## src/rtl/lock_entry_controller.sv

```systemverilog
// Keypad lock: buffers BCD digits, checks them against a stored code, grants
// access, locks out after repeated failures and allows re-programming the code.
module lock_entry_controller #(
    parameter int                    DIGITS         = 4,
    parameter logic [4*DIGITS-1:0]   DEFAULT_PASS   = 16'h1234,
    parameter int                    MAX_TRIES      = 3,
    parameter int                    GRANT_CYCLES   = 8,
    parameter int                    LOCKOUT_CYCLES = 16,
    parameter int                    TIMEOUT_CYCLES = 64
) (
    input  logic       clk,
    input  logic       reset,
    input  logic       key_valid,
    input  logic [3:0] key_code,
    input  logic       prog_en,
    output logic       access,
    output logic       denied,
    output logic       alarm,
    output logic       pass_updated,
    output logic [2:0] digit_count,
    output logic [1:0] fail_count
);
    localparam int BW   = 4 * DIGITS;
    localparam int TMAX = (GRANT_CYCLES > LOCKOUT_CYCLES)
                        ? ((GRANT_CYCLES > TIMEOUT_CYCLES) ? GRANT_CYCLES : TIMEOUT_CYCLES)
                        : ((LOCKOUT_CYCLES > TIMEOUT_CYCLES) ? LOCKOUT_CYCLES : TIMEOUT_CYCLES);
    localparam int TW   = $clog2(TMAX + 1);

    typedef enum logic [2:0] {
        IDLE, ENTRY, CHECK, GRANT, DENY, LOCKOUT, PROG
    } state_t;

    state_t          state_q, state_d;
    logic [BW-1:0]   entry_buf_q, entry_buf_d;
    logic [BW-1:0]   code_q, code_d;
    logic [2:0]      cnt_q, cnt_d;
    logic [1:0]      fail_q, fail_d;
    logic [TW-1:0]   timer_q, timer_d;
    logic            pupd_q, pupd_d;

    logic            is_digit, is_enter, is_clear, buf_full;
    logic [2:0]      fail_inc;

    assign is_digit = key_valid && (key_code <= 4'd9);
    assign is_enter = key_valid && (key_code == 4'hA);
    assign is_clear = key_valid && (key_code == 4'hB);
    assign buf_full = (cnt_q == 3'(DIGITS));
    assign fail_inc = {1'b0, fail_q} + 3'd1;

    always_ff @(posedge clk or negedge reset) begin
        if (!reset) begin
            state_q     <= IDLE;
            entry_buf_q <= '0;
            code_q      <= DEFAULT_PASS;
            cnt_q       <= '0;
            fail_q      <= '0;
            timer_q     <= '0;
            pupd_q      <= 1'b0;
        end else begin
            state_q     <= state_d;
            entry_buf_q <= entry_buf_d;
            code_q      <= code_d;
            cnt_q       <= cnt_d;
            fail_q      <= fail_d;
            timer_q     <= timer_d;
            pupd_q      <= pupd_d;
        end
    end

    always_comb begin
        state_d     = state_q;
        entry_buf_d = entry_buf_q;
        code_d      = code_q;
        cnt_d       = cnt_q;
        fail_d      = fail_q;
        timer_d     = timer_q;
        pupd_d      = 1'b0;

        case (state_q)
            IDLE: begin
                if (is_digit) begin
                    entry_buf_d = BW'(key_code);
                    cnt_d       = 3'd1;
                    timer_d     = TW'(TIMEOUT_CYCLES - 1);
                    state_d     = ENTRY;
                end
            end
            ENTRY, PROG: begin
                // A key always wins over a timeout expiring in the same cycle
                if (key_valid) begin
                    timer_d = TW'(TIMEOUT_CYCLES - 1);
                    if (is_digit && !buf_full) begin
                        entry_buf_d = {entry_buf_q[BW-5:0], key_code};
                        cnt_d       = cnt_q + 3'd1;
                    end else if (is_clear) begin
                        entry_buf_d = '0;
                        cnt_d       = '0;
                        state_d     = IDLE;
                    end else if (is_enter) begin
                        if (state_q == ENTRY) begin
                            state_d = CHECK;
                        end else begin
                            if (buf_full) begin
                                code_d = entry_buf_q;
                                pupd_d = 1'b1;
                            end
                            entry_buf_d = '0;
                            cnt_d       = '0;
                            state_d     = IDLE;
                        end
                    end
                end else if (timer_q == '0) begin
                    entry_buf_d = '0;
                    cnt_d       = '0;
                    state_d     = IDLE;
                end else begin
                    timer_d = timer_q - 1'b1;
                end
            end
            CHECK: begin
                entry_buf_d = '0;
                cnt_d       = '0;
                if (buf_full && entry_buf_q == code_q) begin
                    fail_d  = '0;
                    timer_d = TW'(GRANT_CYCLES - 1);
                    state_d = GRANT;
                end else begin
                    fail_d = fail_inc[1:0];
                    if (fail_inc >= 3'(MAX_TRIES)) begin
                        timer_d = TW'(LOCKOUT_CYCLES - 1);
                        state_d = LOCKOUT;
                    end else begin
                        state_d = DENY;
                    end
                end
            end
            GRANT: begin
                if (is_enter && prog_en) begin
                    timer_d = TW'(TIMEOUT_CYCLES - 1);
                    state_d = PROG;
                end else if (timer_q == '0) begin
                    state_d = IDLE;
                end else begin
                    timer_d = timer_q - 1'b1;
                end
            end
            DENY: state_d = IDLE;
            LOCKOUT: begin
                if (timer_q == '0) begin
                    fail_d  = '0;
                    state_d = IDLE;
                end else begin
                    timer_d = timer_q - 1'b1;
                end
            end
            default: state_d = IDLE;
        endcase
    end

    assign access       = (state_q == GRANT) || (state_q == PROG);
    assign denied       = (state_q == DENY);
    assign alarm        = (state_q == LOCKOUT);
    assign pass_updated = pupd_q;
    assign digit_count  = cnt_q;
    assign fail_count   = fail_q;
endmodule

```

## config.mk

```make
export PLATFORM = sky130hd
export DESIGN_NAME = lock_entry_controller
export DESIGN_NICKNAME = d
export VERILOG_FILES = /design/src/rtl/lock_entry_controller.sv
export SDC_FILE = /design/constraint.sdc
export NUM_CORES = 1
export LEC_CHECK = 0
export CAP_MARGIN = 10
export CORE_ASPECT_RATIO = 1.5
export CORE_MARGIN = 5
export CORE_UTILIZATION = 60
export DETAILED_ROUTE_END_ITERATION = 7
export PLACE_DENSITY = 0.78
export SKIP_CTS_REPAIR_TIMING = 1
export SLEW_MARGIN = 10
export SYNTH_ARGS = -nofsm -noshare
export SYNTH_HDL_FRONTEND = slang
export SYNTH_SLANG_ARGS = --single-unit
export TNS_END_PERCENT = 30
```

## constraint.sdc

```tcl
create_clock -name clk -period 4.3 [get_ports clk]
set_input_delay 0.86 -clock clk [delete_from_list [all_inputs] [get_ports clk]]
set_output_delay 0.86 -clock clk [all_outputs]
set_load 0.1 [all_outputs]
```

[After elaboration in Yosys (flattened, before gate mapping)]
Cells that the tools add are included.
Storage, ports and cells
  register bits: 48
  bits of input ports: 8
  output and inout bits: 9
  word-level logic and storage cells: 95
Cells by class
  add/sub/neg operators: 3
  order comparisons: 2
  eq/ne operators: 18
  multiplexer cells: 43
  bitwise gates (word level): 3
  reduce and logical (&&, ||, !) cells: 19
Operators with widths (count)
  16-bit two-way mux: 7
  16-bit case mux with 3 select lines: 1
  3-bit two-way mux: 14
  7-bit two-way mux: 6
  7-bit case mux with 5 select lines: 1
  16-bit == test: 1
  3-bit case mux with 5 select lines: 1
  3-bit == test, second input constant: 4
  5-bit != test, second input constant: 2
  3-bit != test, second input constant: 3
  3-bit case mux with 3 select lines: 1
  4-bit == test, second input constant: 2
  1-bit two-way mux: 8
  7-bit logical NOT: 1
  7-bit AND reduction: 1
  7-bit by 1-bit subtractor with 7-bit output, second input constant: 1
  3-bit by 2-bit == test with 1-bit output, second input constant: 2
  1-bit logical AND: 6
  2-bit two-way mux: 3
  3-bit AND reduction: 2
  5-bit AND reduction: 1
  5-bit nonzero test: 1
  4-bit less-or-equal comparator, second input constant: 1
  4-bit != test, second input constant: 1
  other kinds (15): 17

[Longest topological paths before layout]
Gate-level depths: netlist (run 1).
  depth after elaboration: 8
  mapped depth: 9

[Worst setup path before layout (run 1)]
Ideal clock, no wire load.
  path type: flip-flop to output port
  start point: register state_q[0]
  end point: output port access
  arrival: 2987 ps
  slack: 453 ps
  cell stages (with the launch flop): 4
  path buffers: 1
  cells stage by stage: dfrtp_1 clkbuf_1 nand2b_1 a21boi_0
Between the ends
  longest elaborated chain between the ends: 2
Ends and longest elaborated chain
  start, declared: line 33  | state_t state_q, state_d;
  start signal, assigned: line 60  | state_q <= state_d;
  3-bit by 2-bit == test with 1-bit output or 3-bit == test (tied branches): line 160  | assign access = (state_q == GRANT) || (state_q == PROG);
  1-bit logical OR *: line 160
  end, declared: line 16  | output logic access,
Mark *: on every way between the ends. The rest lies on a longest branch, timed or not.

[Final worst setup path (run 1)]
Same ends and word-level chain as after synthesis.

==> qor.txt, run 1 <==
Result of the run: complete, no violations
Number of nets with antenna violations after detailed routing: 0
Post-Place Setup Slack: 1250 ps
Number of placement rows: 29
Count of placed standard cells in the final layout, fillers left out: 323
Number of vias in the routed layout: 1,993
Top-area cell type share of the netlist area: 0.407
Initial Util: 0.623
Top achievable clock speed: 0.295 GHz
Remaining max-slew budget at the tightest pin: 0.344
Distinct cell type count after synthesis: 52
Count leader, synth: sky130_fd_sc_hd__dfrtp_1
Depth of the worst hold-timing path: 1
Number of antenna violations at the first check in global routing: 0
CTS Root Cell: sky130_fd_sc_hd__clkbuf_8
Htree depth: 2
Final Routed Wirelength: 5.59 mm
Main area contributors after synthesis: sky130_fd_sc_hd__dfrtp_1 (41%), sky130_fd_sc_hd__mux2_2 (6.8%), sky130_fd_sc_hd__dfstp_2 (5.0%), sky130_fd_sc_hd__a22o_1 (4.6%), sky130_fd_sc_hd__xnor2_1 (4.6%)
CP Launch Type: flip-flop
Detailed Route Iter0 Violations: 124
Classification of the worst-slack hold path: reg -> reg
Slack of the critical path: 909 ps
Post-Synthesis Cells: 261
Yosys reg bits: 48
Critical Path End Type: primary output
Clock buffer depth: 2
Aggregate global routing overflow: 0
Global routing usage summed across all routing layers: 0.212
Slowest Stage Delay on Critical Path: 1160 ps
Most numerous cell types in the synthesized netlist: sky130_fd_sc_hd__dfrtp_1 (43), sky130_fd_sc_hd__nand2_1 (28), sky130_fd_sc_hd__mux2_2 (16)
Sink Count: 48
Flip-flop cell with the highest count after synthesis: sky130_fd_sc_hd__dfrtp_1
Max-capacitance violation count: 0
Clk pin slew, worst setup/hold paths: 90 ps
Standard cell with the maximum stage delay on the critical path: sky130_fd_sc_hd__clkdlybuf4s50_1
HP Start: timer_q[0]
Total placed cells including tap cells: 315
Worst R2R Path Depth: 5
Die outline width: 64.2 um
CP required: 3440 ps
Vertical die dimension: 91.3 um
Post-route standard cell area excluding fillers: 2950 sq um
Max Fanout on Critical Path: 17
Kind of cell adding the most delay to the critical path: buffers and inverters
Routed len/inst: 17.3 um
Die Footprint: 5860 sq um
Fraction of layout cells with a size suffix above 1: 0.148
Synth warn: 0
Port bufs: 16
Fin crit share: 0.789
# DRC: 0
Detailed-placement wirelength estimate: 4.11 mm
Fraction of synthesis flops using an asynchronous set or reset pin: 1.00
Syn avg cell area: 10.1 sq um
Pin slew with the least headroom to its limit: 981 ps
Clock tree from TritonCTS: done
Power per cell area: 722 nW/um^2
Worst min-delay path endpoint: timer_q[0]
Final hold violation count: 0
RD Place Congestion: 0.916
CP bufs+invs: 1
Maximum number of pins on one net before global-route repair: 49
Wire length of the first global-routing pass: 9.98 mm
Number of global-route vias before repair: 2,060
Total number of nets in the final design: 289
Number of buffers created by CTS: 5
Cell area after placement: 2810 sq um
Sequential area share after synthesis: 0.456
Launch point of the worst reg-to-reg path: state_q[1]
Ratio of routed vias to standard cells: 6.17
Summed negative setup slack over all endpoints: 0 ps
Critical path, cell by cell: nand2b_1 > a21boi_0 > clkdlybuf4s50_1
Post-layout min period: 3390 ps
Clk_skew: 7.99 ps
DR pass1 iterations: 4
Netlist area before placement: 2650 sq um
Number of top-level pins: 17
Clk Latency, worst-skew pair: 300 ps
Worst r2r dst: digit_count[2]
Pleak: 1.34 nW
Number of nets produced by synthesis: 274
Synth area leader: sky130_fd_sc_hd__dfrtp_1
VDD IR-drop max: 0.551 mV
Total power: 2.13 mW
Arrival time worst endpoint: 2530 ps
Number of slew-limit violations in the final report: 0
Critical setup path kind: reg -> out
Count of flip-flops with a built-in enable after synthesis: 0
Area growth, synth to finish: 11.6%
Unrepaired setup endpoints after global routing: no
Number of antenna repair diodes: 0
Core ar.: 4250 sq um
Final-report setup violation count: 0
Reg-to-reg setup timing slack: 2020 ps
[where the power goes]
group / switching, mW / total [mW] / leakage [nW] / internal (mW)
Clock: 0.154 / 0.388 / 0.0687 / 0.234
Combinational: 0.648 / 1.01 / 0.665 / 0.364
Sequential: 0.171 / 0.730 / 0.611 / 0.559
[cell families after synthesis]
logic type / share of synthesized area
buffers and inverters: 0.0440
AOI/OAI and AO/OA: 0.173
xor gates and xnor gates: 0.0563
DFF: 0.456
adders and majority gates: 0.0237
muxes: 0.0889
and+or+nand+nor: 0.158
[worst max-delay path by stage]
stage | startpoint | to | slack [ps] | cells after the start
floorplan | state_q[0] | access | 450 | 3
global placement | state_q[0] | access | 1290 | 3
detailed placement | state_q[0] | access | 1250 | 3
CTS | state_q[0] | access | 910 | 3
global route | state_q[0] | access | 820 | 3
finish | state_q[0] | access | 910 | 3
[sequential cells by signal, summed over array words and instances, names as in the netlist]
signal / count
code_q: 16
digit_count: 3
entry_buf_q: 16
fail_count: 2
pass_updated: 1
state_q: 3
timer_q: 7
[layout by cell type, fill, tap and decap left out, types with 3 or more instances in the layout]
master,count
sky130_fd_sc_hd__clkdlybuf4s50_1,14
sky130_fd_sc_hd__o21ai_1,5
sky130_fd_sc_hd__mux2i_1,4
sky130_fd_sc_hd__nand3b_1,3
sky130_fd_sc_hd__inv_1,14
sky130_fd_sc_hd__o21ai_0,12
sky130_fd_sc_hd__ha_1,5
sky130_fd_sc_hd__mux2_2,16
sky130_fd_sc_hd__dfrtp_1,43
sky130_fd_sc_hd__a22o_1,14
sky130_fd_sc_hd__nand4_1,4
sky130_fd_sc_hd__nand2_1,28
sky130_fd_sc_hd__and3_1,4
sky130_fd_sc_hd__and2_1,3
sky130_fd_sc_hd__nand3_1,6
sky130_fd_sc_hd__dfstp_2,5
sky130_fd_sc_hd__clkbuf_8,5
sky130_fd_sc_hd__nor3_1,6
sky130_fd_sc_hd__nand2b_1,6
sky130_fd_sc_hd__xor2_1,3
sky130_fd_sc_hd__a21oi_1,9
sky130_fd_sc_hd__buf_4,4
sky130_fd_sc_hd__nor2_1,11
sky130_fd_sc_hd__xnor2_1,14
[per-stage QoR]
step                      hold slack [ps]  utilization
after global placement                500        0.663
after detailed placement              505        0.663
after floorplan                       466            -
final                                 534        0.695
after CTS                             520        0.695
after global routing                  555        0.695
[final cells by class]
type                            instances  area, sq um
Multi-Input combinational cell        188         1320
Fill cell                             332         1290
Sequential cell                        48         1210
Timing Repair Buffer                   19          175
Clock buffer                            5         68.8
Clock inverter                          3         68.8
Tap cell                               46         57.6
Inverter                               14         52.6
[layer usage]
layer | global-route usage | wire, um | vias up
met5 | 0 | 0 | -
met4 | 0.0747 | 147 | 0
met3 | 0.0259 | 142 | 11
met2 | 0.379 | 3040 | 44
met1 | 0.257 | 2260 | 976
li1 | - | - | 962
Power figures use the tool's default switching activity.
==> run 2, diff against run 1 <==
- CORE_UTILIZATION: 60 -> 59
- PLACE_DENSITY: 0.78 -> 0.76
- clock period: 4.3 -> 3.3 ns (I/O delays scaled with it)
==> qor.txt, run 2 (synthesis results as in run 1) <==
Result of the run: complete, no violations
Number of nets with antenna violations after detailed routing: 0
CTS Root Cell: sky130_fd_sc_hd__clkbuf_8
Maximum number of pins on one net before global-route repair: 49
Htree depth: 2
DR pass1 iterations: 4
Ratio of routed vias to standard cells: 6.26
Slack of the critical path: 852 ps
CP required: 3490 ps
Port bufs: 16
Sink Count: 48
Routed len/inst: 17.9 um
Clk pin slew, worst setup/hold paths: 100 ps
Global routing usage summed across all routing layers: 0.213
Post-layout min period: 2450 ps
Critical setup path kind: in -> reg
Area growth, synth to finish: 10.5%
Leading cell type in the layout, fill and taps excluded: sky130_fd_sc_hd__dfrtp_1
Number of buffers created by CTS: 5
Pin slew with the least headroom to its limit: 1030 ps
Number of antenna repair diodes: 0
Clk_skew: 10.3 ps
Remaining max-slew budget at the tightest pin: 0.316
Clk Latency, worst-skew pair: 300 ps
Number of top-level pins: 17
Number of vias in the routed layout: 2,016
Cell area after placement: 2790 sq um
Unrepaired setup endpoints after global routing: no
RD Place Congestion: 0.905
Max-capacitance violation count: 0
Summed negative setup slack over all endpoints: 0 ps
Aggregate global routing overflow: 0
Post-route standard cell area excluding fillers: 2920 sq um
Detailed Route Iter0 Violations: 103
Post-Place Setup Slack: 596 ps
Top Registers: code_q x16, entry_buf_q x16, timer_q x7
Total power: 2.77 mW
Top achievable clock speed: 0.408 GHz
Final hold violation count: 0
Minimum hold slack: 519 ps
Number of global-route vias before repair: 2,048
Number of antenna violations at the first check in global routing: 0
Die Footprint: 5950 sq um
Max Fanout on Critical Path: 12
Total number of nets in the final design: 288
Critical Path End Type: flip-flop
Final Routed Wirelength: 5.76 mm
Highest-count cells in the layout ignoring fill and taps: sky130_fd_sc_hd__dfrtp_1 (43), sky130_fd_sc_hd__nand2_1 (28), sky130_fd_sc_hd__mux2_2 (16)
Wire length of the first global-routing pass: 9.98 mm
Number of placement rows: 29
Vertical die dimension: 92.0 um
Clock buffer depth: 2
Initial Util: 0.618
Power per cell area: 946 nW/um^2
Die outline width: 64.7 um
Core ar.: 4280 sq um
VDD IR-drop max: 0.695 mV
Clock tree from TritonCTS: done
Pleak: 1.35 nW
CP Launch Type: input pin
Fin crit share: 0.742
Detailed-placement wirelength estimate: 4.17 mm
Number of slew-limit violations in the final report: 0
Final-report setup violation count: 0
Fraction of layout cells with a size suffix above 1: 0.174
Arrival time worst endpoint: 2640 ps
Classification of the worst-slack hold path: reg -> reg
# DRC: 0
==> run 2: layer usage <==
layer / global-route usage / share of wire
met2: 0.378 / 0.53
met4: 0.0811 / 0.025
met3: 0.0293 / 0.035
met1: 0.258 / 0.41
met5: 0 / 0
==> run 2: worst max-delay path: stages <==
cell and delay [ps]:
sky130_fd_sc_hd__clkdlybuf4s50_1 690, sky130_fd_sc_hd__nor2b_1 270, sky130_fd_sc_hd__nand3_1 130, sky130_fd_sc_hd__a311oi_2 450
sky130_fd_sc_hd__or2_1 200, sky130_fd_sc_hd__nand2_1 60, sky130_fd_sc_hd__a21o_1 180
==> run 2: final cells by class <==
type / instances / area (sq um)
fillers: 345 / 1360
multi-input cells: 188 / 1320
flip-flops and latches: 48 / 1210
repair buffers: 18 / 148
clock buffers: 5 / 68.8
clock inverters: 3 / 68.8
well taps: 46 / 57.6
inverters: 14 / 52.6
==> run 2: power breakdown <==
group / switching, mW / leakage (nW) / internal (mW)
combinational: 0.838 / 0.673 / 0.462
clock: 0.204 / 0.0687 / 0.305
sequential: 0.231 / 0.611 / 0.728
==> run 2: final timing paths <==
| kind | start | endpoint | slack, ps | cells after the start |
|---|---|---|---|---|
| max in group asynchronous | reset | entry_buf_q[1] | 2140 | 1 |
| min in group asynchronous | reset | entry_buf_q[6] | 530 | 1 |
| setup reg to reg | code_q[2] | timer_q[6] | 1030 | 6 |
| hold reg to reg | timer_q[0] | timer_q[0] | 520 | 1 |
| setup / recovery | key_valid | state_q[0] | 850 | 7 |
| hold / removal | timer_q[0] | timer_q[0] | 520 | 1 |
==> run 2: stage by stage <==
step,util,cells
after floorplan,-,261
after global placement,0.651,314
after detailed placement,0.651,314
after CTS,0.683,322
after global routing,0.683,322
final,0.683,322
==> run 3, diff against run 2 <==
- CORE_UTILIZATION: 59 -> 53
- PLACE_DENSITY: 0.76 -> 0.72
- clock period: 3.3 -> 2.1 ns (I/O delays scaled with it)
==> qor.txt, run 3 (synthesis results as in run 1) <==
Result of the run: complete, no violations
Detailed-placement wirelength estimate: 4.49 mm
# DRC: 0
Critical setup path kind: in -> reg
Area growth, synth to finish: 21.6%
Final hold violation count: 0
Final-report setup violation count: 0
Slack of the critical path: 134 ps
Aggregate global routing overflow: 0
Clk_skew: 4.29 ps
Comb power frac: 0.537
Clock buffer depth: 2
Clk pin slew, worst setup/hold paths: 90 ps
Max-capacitance violation count: 0
Number of vias in the routed layout: 2,114
Initial Util: 0.546
Number of nets with antenna violations after detailed routing: 0
Count of placed standard cells in the final layout, fillers left out: 369
Classification of the worst-slack hold path: in -> async
Post-Place Setup Slack: -211 ps
Launch point of the worst reg-to-reg path: timer_q[2]
Die Footprint: 6530 sq um
Clock tree from TritonCTS: done
Leading cell type in the layout, fill and taps excluded: sky130_fd_sc_hd__dfrtp_1
Critical Path End Type: flip-flop
Max Fanout on Critical Path: 8
Fin crit share: 0.936
Pleak: 1.49 nW
Critical path destination: entry_buf_q[0]
Final Routed Wirelength: 6.03 mm
Number of antenna violations at the first check in global routing: 0
Fillcell total: 392
Remaining max-slew budget at the tightest pin: 0.594
Internal power contribution: 2.53 mW
CP Launch Type: input pin
Die outline width: 67.7 um
Ratio of routed vias to standard cells: 5.73
Htree depth: 2
Port bufs: 16
CTS Root Cell: sky130_fd_sc_hd__clkbuf_8
Minimum hold slack: 205 ps
Number of top-level pins: 17
VDD IR-drop max: 0.935 mV
Unrepaired setup endpoints after global routing: no
Clk Latency, worst-skew pair: 300 ps
Maximum number of pins on one net before global-route repair: 49
Number of antenna repair diodes: 0
Number of placement rows: 31
Pin slew with the least headroom to its limit: 609 ps
Worst R2R Path Depth: 7
Sequential fraction of design power: 0.310
Total number of nets in the final design: 315
Global routing usage summed across all routing layers: 0.212
Post-layout min period: 1970 ps
Net switching power of the design: 2.08 mW
Clock network fraction of design power: 0.153
Total placed cells including tap cells: 361
DR pass1 iterations: 4
Wire length of the first global-routing pass: 10.4 mm
Worst r2r dst: entry_buf_q[12]
CP required: 2330 ps
Highest-count cells in the layout ignoring fill and taps: sky130_fd_sc_hd__dfrtp_1 (40), sky130_fd_sc_hd__buf_4 (33), sky130_fd_sc_hd__nand2_1 (28)
Sink Count: 48
Power per cell area: 1430 nW/um^2
Arrival time worst endpoint: 2190 ps
Reg-to-reg setup timing slack: 170 ps
Number of global-route vias before repair: 2,187
Core ar.: 4850 sq um
RD Place Congestion: 0.890
Number of buffers created by CTS: 5
Detailed Route Iter0 Violations: 96
Top achievable clock speed: 0.509 GHz
Vertical die dimension: 96.5 um
Launching element of the worst setup path: key_code[2]
Switching portion of total power: 0.451
Routed len/inst: 16.3 um
Fraction of layout cells with a size suffix above 1: 0.271
Top Registers: code_q x16, entry_buf_q x16, timer_q x7
Number of slew-limit violations in the final report: 0
-- run 3: area by class of cell --
class                      instances  area [sq um]  share of cell area
inverter                          14          52.6              0.0163
clock inverter                     2          38.8              0.0121
multi-input combinational        188          1340               0.415
tap                               66          82.6              0.0257
sequential                        48          1210               0.377
clock buffer                       6          82.6              0.0257
timing repair buffer              45           413               0.128
-- run 3: critical path: stages --
cell                              delay [ps]
sky130_fd_sc_hd__clkdlybuf4s50_1         480
sky130_fd_sc_hd__and3b_1                 250
sky130_fd_sc_hd__a211o_1                 310
sky130_fd_sc_hd__o21ai_0                  80
sky130_fd_sc_hd__a32o_2                  260
sky130_fd_sc_hd__buf_4                   190
sky130_fd_sc_hd__mux2i_1                 200
-- run 3: power by group through the flow --
stage               logic (mW)  clock network, mW  registers, mW
floorplan                 1.43                  0           1.68
global placement          2.41                  0           1.43
detailed placement        2.44                  0           1.44
CTS                       2.46              0.725           1.43
global route              2.71              0.759           1.46
finish                    2.48              0.705           1.43
-- run 3: through the flow --
| stage | util | total power, mW | setup TNS [ps] | instance area, sq um |
|---|---|---|---|---|
| finish | 0.663 | 4.61 | 0 | 3220 |
| CTS | 0.662 | 4.61 | 0 | 3210 |
| global route | 0.663 | 4.93 | 0 | 3220 |
| detailed placement | 0.637 | 3.88 | -5000 | 3090 |
| global placement | 0.637 | 3.84 | -4710 | 3090 |
| floorplan | - | 3.12 | 0 | 2660 |
-- run 3: routing by layer --
metal / routed length, um / up-vias / track usage / part of all wire
li1: - / 1016 / - / -
met1: 2350 / 1036 / 0.238 / 0.39
met2: 3320 / 48 / 0.391 / 0.55
met3: 216 / 14 / 0.0313 / 0.036
met4: 146 / 0 / 0.0863 / 0.024
met5: 0 / - / 0 / 0
-- run 3: how the worst min path moves through the flow --
stage          depth (start not counted)              end  slack, ps
2_1_floorplan                          0        code_q[0]        120
6_report                               2        code_q[3]        200
5_1_grt                                2  entry_buf_q[10]        250
4_1_cts                                2        code_q[3]        220
3_5_place_dp                           1       timer_q[0]        510
3_3_place_gp                           1       timer_q[0]        490
